### config.mk
export PLATFORM = sky130hd
export DESIGN_NAME = pipe_stage_reg
export DESIGN_NICKNAME = d
export VERILOG_FILES = /design/src/rtl/pipe_stage_reg.sv
export SDC_FILE = /design/constraint.sdc
export NUM_CORES = 1
export LEC_CHECK = 0
export CAP_MARGIN = 20
export CORE_MARGIN = 4
export CORE_UTILIZATION = 42
export DETAILED_ROUTE_END_ITERATION = 10
export PLACE_DENSITY_LB_ADDON = 0.25
export SLEW_MARGIN = 5
export SYNTH_ARGS = -nofsm -noshare
export SYNTH_HDL_FRONTEND = slang
export SYNTH_SLANG_ARGS = --single-unit
### constraint.sdc
create_clock -name clk -period 4.65 [get_ports clk]
set_input_delay 1.395 -clock clk [delete_from_list [all_inputs] [get_ports clk]]
set_output_delay 1.395 -clock clk [all_outputs]
set_load 0.03 [all_outputs]
### src/rtl/pipe_stage_reg.sv
// pipe_stage_reg: parametrised inter-stage pipeline register with a valid/ready
// handshake and a one-entry skid buffer. Every output, in_ready included, is a
// flop output, so the downstream stall has no combinational path back upstream.
// Optional macro PIPE_STAGE_PERF_EN adds saturating stall_cnt and flush_cnt
// outputs.
module pipe_stage_reg #(
  parameter int unsigned DATA_W      = 32,
  parameter int unsigned CHANNELS    = 6,
  parameter bit          ZERO_BUBBLE = 1'b1
) (
  input  logic                       clk,
  input  logic                       rst,
  input  logic                       flush,
  input  logic                       in_valid,
  output logic                       in_ready,
  input  logic [CHANNELS*DATA_W-1:0] in_data,
  output logic                       out_valid,
  input  logic                       out_ready,
  output logic [CHANNELS*DATA_W-1:0] out_data
`ifdef PIPE_STAGE_PERF_EN
  ,
  output logic [31:0]                stall_cnt,
  output logic [15:0]                flush_cnt
`endif
);

  localparam int unsigned BUS_W = CHANNELS * DATA_W;

  logic             skid_valid;
  logic [BUS_W-1:0] skid_data;

  logic             out_valid_n;
  logic [BUS_W-1:0] out_data_n;
  logic             skid_valid_n;
  logic [BUS_W-1:0] skid_data_n;
  logic             in_ready_n;
  logic             in_fire;
  logic             drain;

  // Next-state selection for the main and skid slots.
  always_comb begin
    out_valid_n  = out_valid;
    out_data_n   = out_data;
    skid_valid_n = skid_valid;
    skid_data_n  = skid_data;
    in_fire      = in_valid & in_ready;
    drain        = !out_valid | out_ready;

    if (flush) begin
      // Any input taken this cycle is dropped along with both slots.
      out_valid_n  = 1'b0;
      skid_valid_n = 1'b0;
      if (ZERO_BUBBLE) begin
        out_data_n  = '0;
        skid_data_n = '0;
      end
    end else if (drain) begin
      if (skid_valid) begin
        // The skid entry is older than anything upstream, so it goes first.
        out_valid_n  = 1'b1;
        out_data_n   = skid_data;
        skid_valid_n = 1'b0;
        if (ZERO_BUBBLE) begin
          skid_data_n = '0;
        end
      end else begin
        out_valid_n = in_valid;
        if (in_valid) begin
          out_data_n = in_data;
        end else if (ZERO_BUBBLE) begin
          out_data_n = '0;
        end
      end
    end else if (in_fire) begin
      // The main slot is stalled, so park the new item in the skid slot.
      skid_valid_n = 1'b1;
      skid_data_n  = in_data;
    end

    in_ready_n = !skid_valid_n;
  end

  // State registers; a synchronous reset empties both slots.
  always_ff @(posedge clk) begin
    if (rst) begin
      out_valid  <= 1'b0;
      out_data   <= '0;
      skid_valid <= 1'b0;
      skid_data  <= '0;
      in_ready   <= 1'b1;
    end else begin
      out_valid  <= out_valid_n;
      out_data   <= out_data_n;
      skid_valid <= skid_valid_n;
      skid_data  <= skid_data_n;
      in_ready   <= in_ready_n;
    end
  end

`ifdef PIPE_STAGE_PERF_EN
  // Saturating counters; only rst clears them, flush does not.
  always_ff @(posedge clk) begin
    if (rst) begin
      stall_cnt <= '0;
      flush_cnt <= '0;
    end else begin
      if (out_valid && !out_ready && (stall_cnt != 32'hFFFF_FFFF)) begin
        stall_cnt <= 32'(stall_cnt + 32'd1);
      end
      if (flush && (out_valid || skid_valid) && (flush_cnt != 16'hFFFF)) begin
        flush_cnt <= 16'(flush_cnt + 16'd1);
      end
    end
  end
`endif

endmodule

After elaboration in Yosys (flattened, before gate mapping)
Index checks and enable logic that the tools add are counted.

Flip-flop bits (word level): 387. Bits of input ports: 197. Output and inout bits: 194. Word-level logic and storage cells: 22.

Equality and inequality tests: 1. Multiplexer cells: 9. Bitwise operators: 2. Reductions and logical operators: 5.

Operators by type and width (number): $mux W192 (5); $mux W1 (4); $logic_not A1 Y1 (2); $ne A2 B2 Y1 const B (1); $reduce_and A2 Y1 (1); $reduce_bool A2 Y1 (1); $reduce_or A2 Y1 (1); $and A1 B1 Y1 (1); $or A1 B1 Y1 (1).

Logic depth before layout (Yosys ltp)
Gate-level depths: netlist (run 1).

Word-level depth: 5. Mapped depth: 6. Mapped depth without buffers: 3.

Worst setup path after synthesis (run 1)
No wires, ideal clock.

Kind: in2reg. From: in flush. To: reg skid_data[111]. Setup time: 59 ps. Arrival: 2453 ps. Data required time: 4591 ps. Slack: 2138 ps. Stages on the path: 6. Buffers on the path: 3. Cell sequence: or2_1 -> clkbuf_1 -> a211oi_2 -> buf_2 -> buf_4 -> a22o_1.

Word-level cells in the longest chain between the ends: 1.

RTL lines: start: declaration (RTL line 13) `input logic flush,`; $reduce_or A2 Y1 (no line); end signal: assignment (RTL line 95) `skid_data <= skid_data_n;`; end: declaration (RTL line 30) `logic [BUS_W-1:0] skid_data;`.

No other way between the ends. A chain may end at the register's enable or synchronous reset.

Final worst setup path (run 1)
From: in out_ready. To: reg skid_data[100].

Word-level cells in the longest chain between the ends: 3. Elaborated cells on any way between the ends: 5. Those cells by class: 1 x eq/ne; 1 x mux; 1 x bitwise; 2 x reduce/logical.

RTL lines: start: declaration (RTL line 18) `input logic out_ready,`; $or A1 B1 Y1 * (RTL line 47) `drain = !out_valid | out_ready;`; $ne A2 B2 Y1 (no line) / $reduce_bool A2 Y1 (equally long branches); $reduce_and A2 Y1 (no line).

Every way passes the cells marked *; elsewhere a longest branch is shown, timed or not.

==> results of run 1 <==
==> where the power goes <==
group / internal (mW) / switching (mW) / total [mW]
clock network: 2.15 / 1.34 / 3.49
logic: 0.296 / 0.361 / 0.656
registers: 3.37 / 0.0353 / 3.41
total: 5.82 / 1.74 / 7.55
==> layout make-up <==
cell class / count / area, sq um / share of cell area
Antenna cell: 2 / 5.00 / 0.000255
Clock buffer: 62 / 1290 / 0.0658
Clock inverter: 15 / 184 / 0.00937
Inverter: 1 / 3.75 / 0.000191
Multi-Input combinational cell: 971 / 5640 / 0.287
Sequential cell: 387 / 7750 / 0.395
Tap cell: 448 / 561 / 0.0286
Timing Repair Buffer: 411 / 4190 / 0.213
==> worst min-delay path, delay by kind of cell, from the launching register on <==
family          cells  cell delay (ns)
compound gates      1             0.07
simple gates        1             0.05
flops               1             0.30
==> per-layer routing <==
metal,vias up,GRT usage
li1,6216,-
met1,6357,0.319
met2,581,0.348
met3,89,0.0656
met4,4,0.0718
met5,-,0
==> cells in the mapped netlist <==
cell type    n  area, sq um
nand2_1    192          721
nand2b_1     1         6.26
buf_1       25         93.8
nor3_1       1         5.00
nor2b_1      3         18.8
buf_4       10         75.1
dfxtp_1    387         7750
buf_6       10          113
a211oi_2     1         12.5
a31oi_1    192         1200
buf_2       53          265
a22o_1     192         1680
clkbuf_1    73          274
a21oi_1      2         10.0
nor2_1       1         3.75
and4b_1      1         10.0
inv_1        1         3.75
or2_1        1         6.26
nand3_1    384         1920
==> cells by family (layout without fill, tap and decap cells) <==
family,after synthesis,in the layout,synth area share
simple gates,584,584,0.190
compound gates,387,387,0.205
flops,387,387,0.547
buf+inv,172,489,0.0582
other cells,0,2,0
==> how the worst max path moves through the flow <==
stage / start / to / depth (start not counted)
CTS: out_valid$_SDFFE_PP0P_ / out_valid / 1
global route: out_ready / skid_data[95]$_SDFFE_PP0P_ / 5
floorplan: flush / skid_data[111]$_SDFFE_PP0P_ / 6
detailed placement: out_ready / skid_data[98]$_SDFFE_PP0P_ / 5
global placement: out_ready / skid_data[44]$_SDFFE_PP0P_ / 5
finish: out_ready / skid_data[100]$_SDFFE_PP0P_ / 5
==> stage by stage <==
stage,util,cell area [sq um]
2_1_floorplan,-,14200
3_3_place_gp,0.542,18100
4_1_cts,0.586,19600
3_5_place_dp,0.542,18100
6_report,0.587,19600
5_1_grt,0.587,19600
==> sequential cells by signal (all words and copies together), names as in the netlist <==
name	cells
out_data	192
out_valid	1
skid_valid	1
skid_data	192
in_ready	1
==> placed cells by master (no fill, tap or decap), types with 2 or more instances in the layout <==
cell               n
clkdlybuf4s50_1  390
dfxtp_1          386
nand3_1          384
nand2_1          192
a31oi_1          192
a22o_1           192
clkbuf_16         46
buf_4             11
buf_12            10
clkbuf_8           8
clkbuf_1           8
clkinv_2           8
bufinv_16          4
nor2b_4            3
diode_2            2
a21oi_1            2
clkinvlp_4         2
==> impl_metrics.tcl, run 1 <==
set metrics [dict create \
    timing.final.crit_share 0.672 \
    dieArea_sq_um 36700 \
    min_period_ns 3.13 \
    synthCells 1530 \
    grt_pass1_vias 12800 \
    post_drt_wl_per_cell_microns 19.6 \
    dpl.cell_count 2218 \
    cts_hold_buf 0 \
    syn_area_per_cell_sq_um 9.26 \
    hp-class "flop to flop" \
    cp_top_family "buffers and inverters" \
    portBuffers 390 \
    place_congestion 0.781 \
    required_ns 5.11 \
    final_cells 2297 \
    slowest_delay_ns 0.80 \
    met1_length_microns 19300 \
    maxSlewHeadroom 0.259 \
    core_sq_um 33400 \
    ff2ff_path_depth 3 \
    whs_endpoint "out_data[68]$_SDFFE_PP0P_" \
    crit_type "input pin to flop" \
    status "completed" \
    start_kind "input pin" \
    syn-cell-area_sq_um 14200 \
    holdWs_ns 0.474 \
    rsz0062_at_grt "no" \
    grt_max_degree 195 \
    grt.overflow.total 0 \
    fin_skew_ns 0.00989 \
    die_w_microns 192 \
    clock-sinks 387 \
    syn_nets 1727 \
    vias_per_cell 5.77 \
    fmax_ghz 0.320 \
    die_h_microns 192 \
    cts_buffers 42 \
    cts_tree "done" \
    cts_resized 0 \
    synthToLayoutAreaGrowth_pct 38.5 \
    start_util 0.424 \
    ys_ff_latch 387 \
    antenna_found_initial 3 \
    clkLatencyLatePin_ns 0.52 \
    cts_setup_buffers 0 \
    power.total_mw 7.55 \
    regToRegSetupSlack_ns 2.41 \
    dr_wl_met2_microns 20000 \
    clock_path_buffers 3 \
    irDropWorstVdd_mv 0.251 \
    slowest_stage "buf_4" \
    r2r-start "skid_valid$_SDFF_PP0_" \
    final_net_count 2011 \
    critPathMaxFanout 91 \
    hold_violations 0 \
    crit_buf_inv 2 \
    ant_nets 0 \
    io_pins 391 \
    dr.first_iter.drc_count 1110 \
    crit_arrival_ns 3.59 \
    top_layer "met5" \
    wl_microns 45100 \
    slew_violations 0 \
    htreeDepth 2 \
    leakagePower_nw 6.69 \
    worst_pin_slew_ns 1.11 \
    whs_path_depth 2 \
    drive_gt1_frac 0.0525 \
    r2r_end "out_data[108]$_SDFFE_PP0P_" \
    worst_hold_startpoint "out_data[68]$_SDFFE_PP0P_" \
    crit_chain "clkdlybuf4s50_1, and4b_1, nor2b_4, buf_4, a22o_1" \
    crit_path_end_kind "flop" \
    fillCellCount 2853 \
    vias 13200 \
    cts-root-buf "clkbuf_16" \
    fin_ws_ns 1.52 \
    p_per_area_nw_per_um2 385 \
    post-dp-hpwl_microns 26300 \
    clk_pin_slew_ns 0.06 \
    synth.distinct_cells 19 \
    fp-row-count 67 \
    ys_seq_area_frac 0.547 \
    met3_length_microns 4440 \
    yosys_warnings 0 \
    grt_use_total 0.230 \
    tns_ns 0 \
    drc 0 \
    dp_slack_ns 1.01 \
    grt_first_pass_wirelength_microns 70200 \
    drt_pass1_iterations 5 \
    setup_viol 0 \
    cap_viol_max_count 0 \
]
Power figures use the tool's default switching activity.
==> run 2: changes to the inputs <==
clock period = 2.8 ns   (was 4.65 ns; I/O delays follow)
==> run 2 against run 1 <==
Critical path depth shrank 4. Sequential power grew 66%. Via count up 1.1%. First-iteration DRC count unchanged. Wire length grew 0.18%. Clock power up 59%. Worst setup slack lost 1.2 ns. Largest cell class unchanged.
==> impl_metrics.tcl, run 2 (synthesis results as in run 1) <==
set metrics [dict create \
    status "completed" \
    die_h_microns 192 \
    grt.overflow.total 0 \
    cts_setup_buffers 0 \
    crit_arrival_ns 1.67 \
    final_cells 2316 \
    pwr-share-clk 0.450 \
    met2_usage 0.366 \
    p_switching_mw 2.79 \
    layout_common_cells "390 x clkdlybuf4s50_1, 386 x dfxtp_1, 384 x nand3_1" \
    grt_max_degree 141 \
    clock-sinks 387 \
    intPower_mw 9.53 \
    htreeDepth 2 \
    cp_top_family "buffers and inverters" \
    power_frac_comb 0.091 \
    clk_pin_slew_ns 0.06 \
    slowest_delay_ns 0.74 \
    mostFrequentLayoutCell "clkdlybuf4s50_1" \
    cts_tree "done" \
    met1_usage 0.322 \
    core_sq_um 33400 \
    cts_resized 0 \
    io_pins 391 \
    crit_path_end_kind "primary output" \
    seqPwrFrac 0.459 \
    setup_viol 0 \
    slowest_stage "clkdlybuf4s50_1" \
    dr.first_iter.drc_count 1110 \
    timing.final.crit_share 0.897 \
    final_area_sq_um 19900 \
    final_net_count 2034 \
    maxSlewHeadroom 0.575 \
    fp-row-count 67 \
    fin_skew_ns 0.00752 \
    power.total_mw 12.3 \
    cts_buffers 41 \
    leakagePower_nw 6.80 \
    rsz0062_at_grt "no" \
    hp-class "flop to flop" \
    required_ns 1.96 \
    use_met3 0.0607 \
    critPathMaxFanout 4 \
    cts-root-buf "clkbuf_16" \
    synthToLayoutAreaGrowth_pct 40.2 \
    crit_buf_inv 1 \
    drt_pass1_iterations 8 \
    place_congestion 0.799 \
    post_drt_wl_per_cell_microns 19.5 \
    slew_violations 0 \
    switching_share 0.226 \
    portBuffers 390 \
    drive_gt1_frac 0.0590 \
    crit_chain "clkdlybuf4s50_1" \
    placed_area_sq_um 18500 \
    grt_busiest_layer "met2" \
    vias_per_cell 5.78 \
    hold_violations 0 \
    grt_first_pass_wirelength_microns 71500 \
    vias 13400 \
    drc 0 \
    irDropWorstVdd_mv 0.368 \
    fmax_ghz 0.398 \
    reg_top3 "out_data: 192 flops, skid_data: 192 flops" \
    dpl.cell_count 2242 \
    p_per_area_nw_per_um2 620 \
    antenna_found_initial 4 \
    cts_hold_buf 0 \
    dieArea_sq_um 36700 \
    worst_pin_slew_ns 0.637 \
    post-dp-hpwl_microns 27700 \
    start_kind "flop" \
    layout.core_utilization 0.594 \
    cap_viol_max_count 0 \
    start_util 0.424 \
    crit_type "flop to primary output" \
    tns_ns 0 \
    wl_microns 45200 \
    clock_path_buffers 3 \
    grt_use_total 0.233 \
    min_period_ns 2.51 \
    clkLatencyLatePin_ns 0.51 \
    ant_nets 0 \
    die_w_microns 192 \
    grt_pass1_vias 13100 \
]
run 2: cell types whose count changed in the layout (fill, tap and decap cells not counted), sizes merged:
cell / change
clkinv: -4
diode: +1
buf: +24
clkinvlp: -1
clkbuf: -3
bufinv: +2
run 2: final timing paths:
path / start / end / slack, ns / cells after the start
setup reg to reg: out_valid$_SDFFE_PP0P_ / skid_data[95]$_SDFFE_PP0P_ / 1.13 / 4
hold / removal: out_data[112]$_SDFFE_PP0P_ / out_data[112]$_SDFFE_PP0P_ / 0.47 / 2
hold reg to reg: out_data[112]$_SDFFE_PP0P_ / out_data[112]$_SDFFE_PP0P_ / 0.47 / 2
setup / recovery: out_valid$_SDFFE_PP0P_ / out_valid / 0.29 / 1
run 2: cell type report:
class / instances / area, sq um
Antenna cell: 3 / 7.51
Clock buffer: 59 / 1150
Clock inverter: 12 / 216
Fill cell: 2795 / 13600
Inverter: 1 / 3.75
Multi-Input combinational cell: 971 / 5640
Sequential cell: 387 / 7750
Tap cell: 448 / 561
Timing Repair Buffer: 435 / 4530
run 2: layer usage:
layer	part of all wire	wire length, microns
met1	0.43	19400
met2	0.46	20600
met3	0.092	4170
met4	0.023	1030
met5	0	0
run 2: stage by stage:
| step | worst slack, ns | hold slack, ns |
|---|---|---|
| 3_5_place_dp | 0.142 | 0.464 |
| 4_1_cts | 0.249 | 0.479 |
| 2_1_floorplan | 0.843 | 0.449 |
| 5_1_grt | 0.239 | 0.491 |
| 3_3_place_gp | 0.156 | 0.460 |
| 6_report | 0.289 | 0.474 |
run 2: power by group through the flow:
stage / clock network [mW] / logic, mW / registers, mW
5_1_grt: 5.88 / 1.19 / 5.66
2_1_floorplan: 0 / 0.347 / 5.92
3_3_place_gp: 0 / 1.11 / 5.77
4_1_cts: 5.64 / 1.12 / 5.65
3_5_place_dp: 0 / 1.11 / 5.77
6_report: 5.54 / 1.12 / 5.65
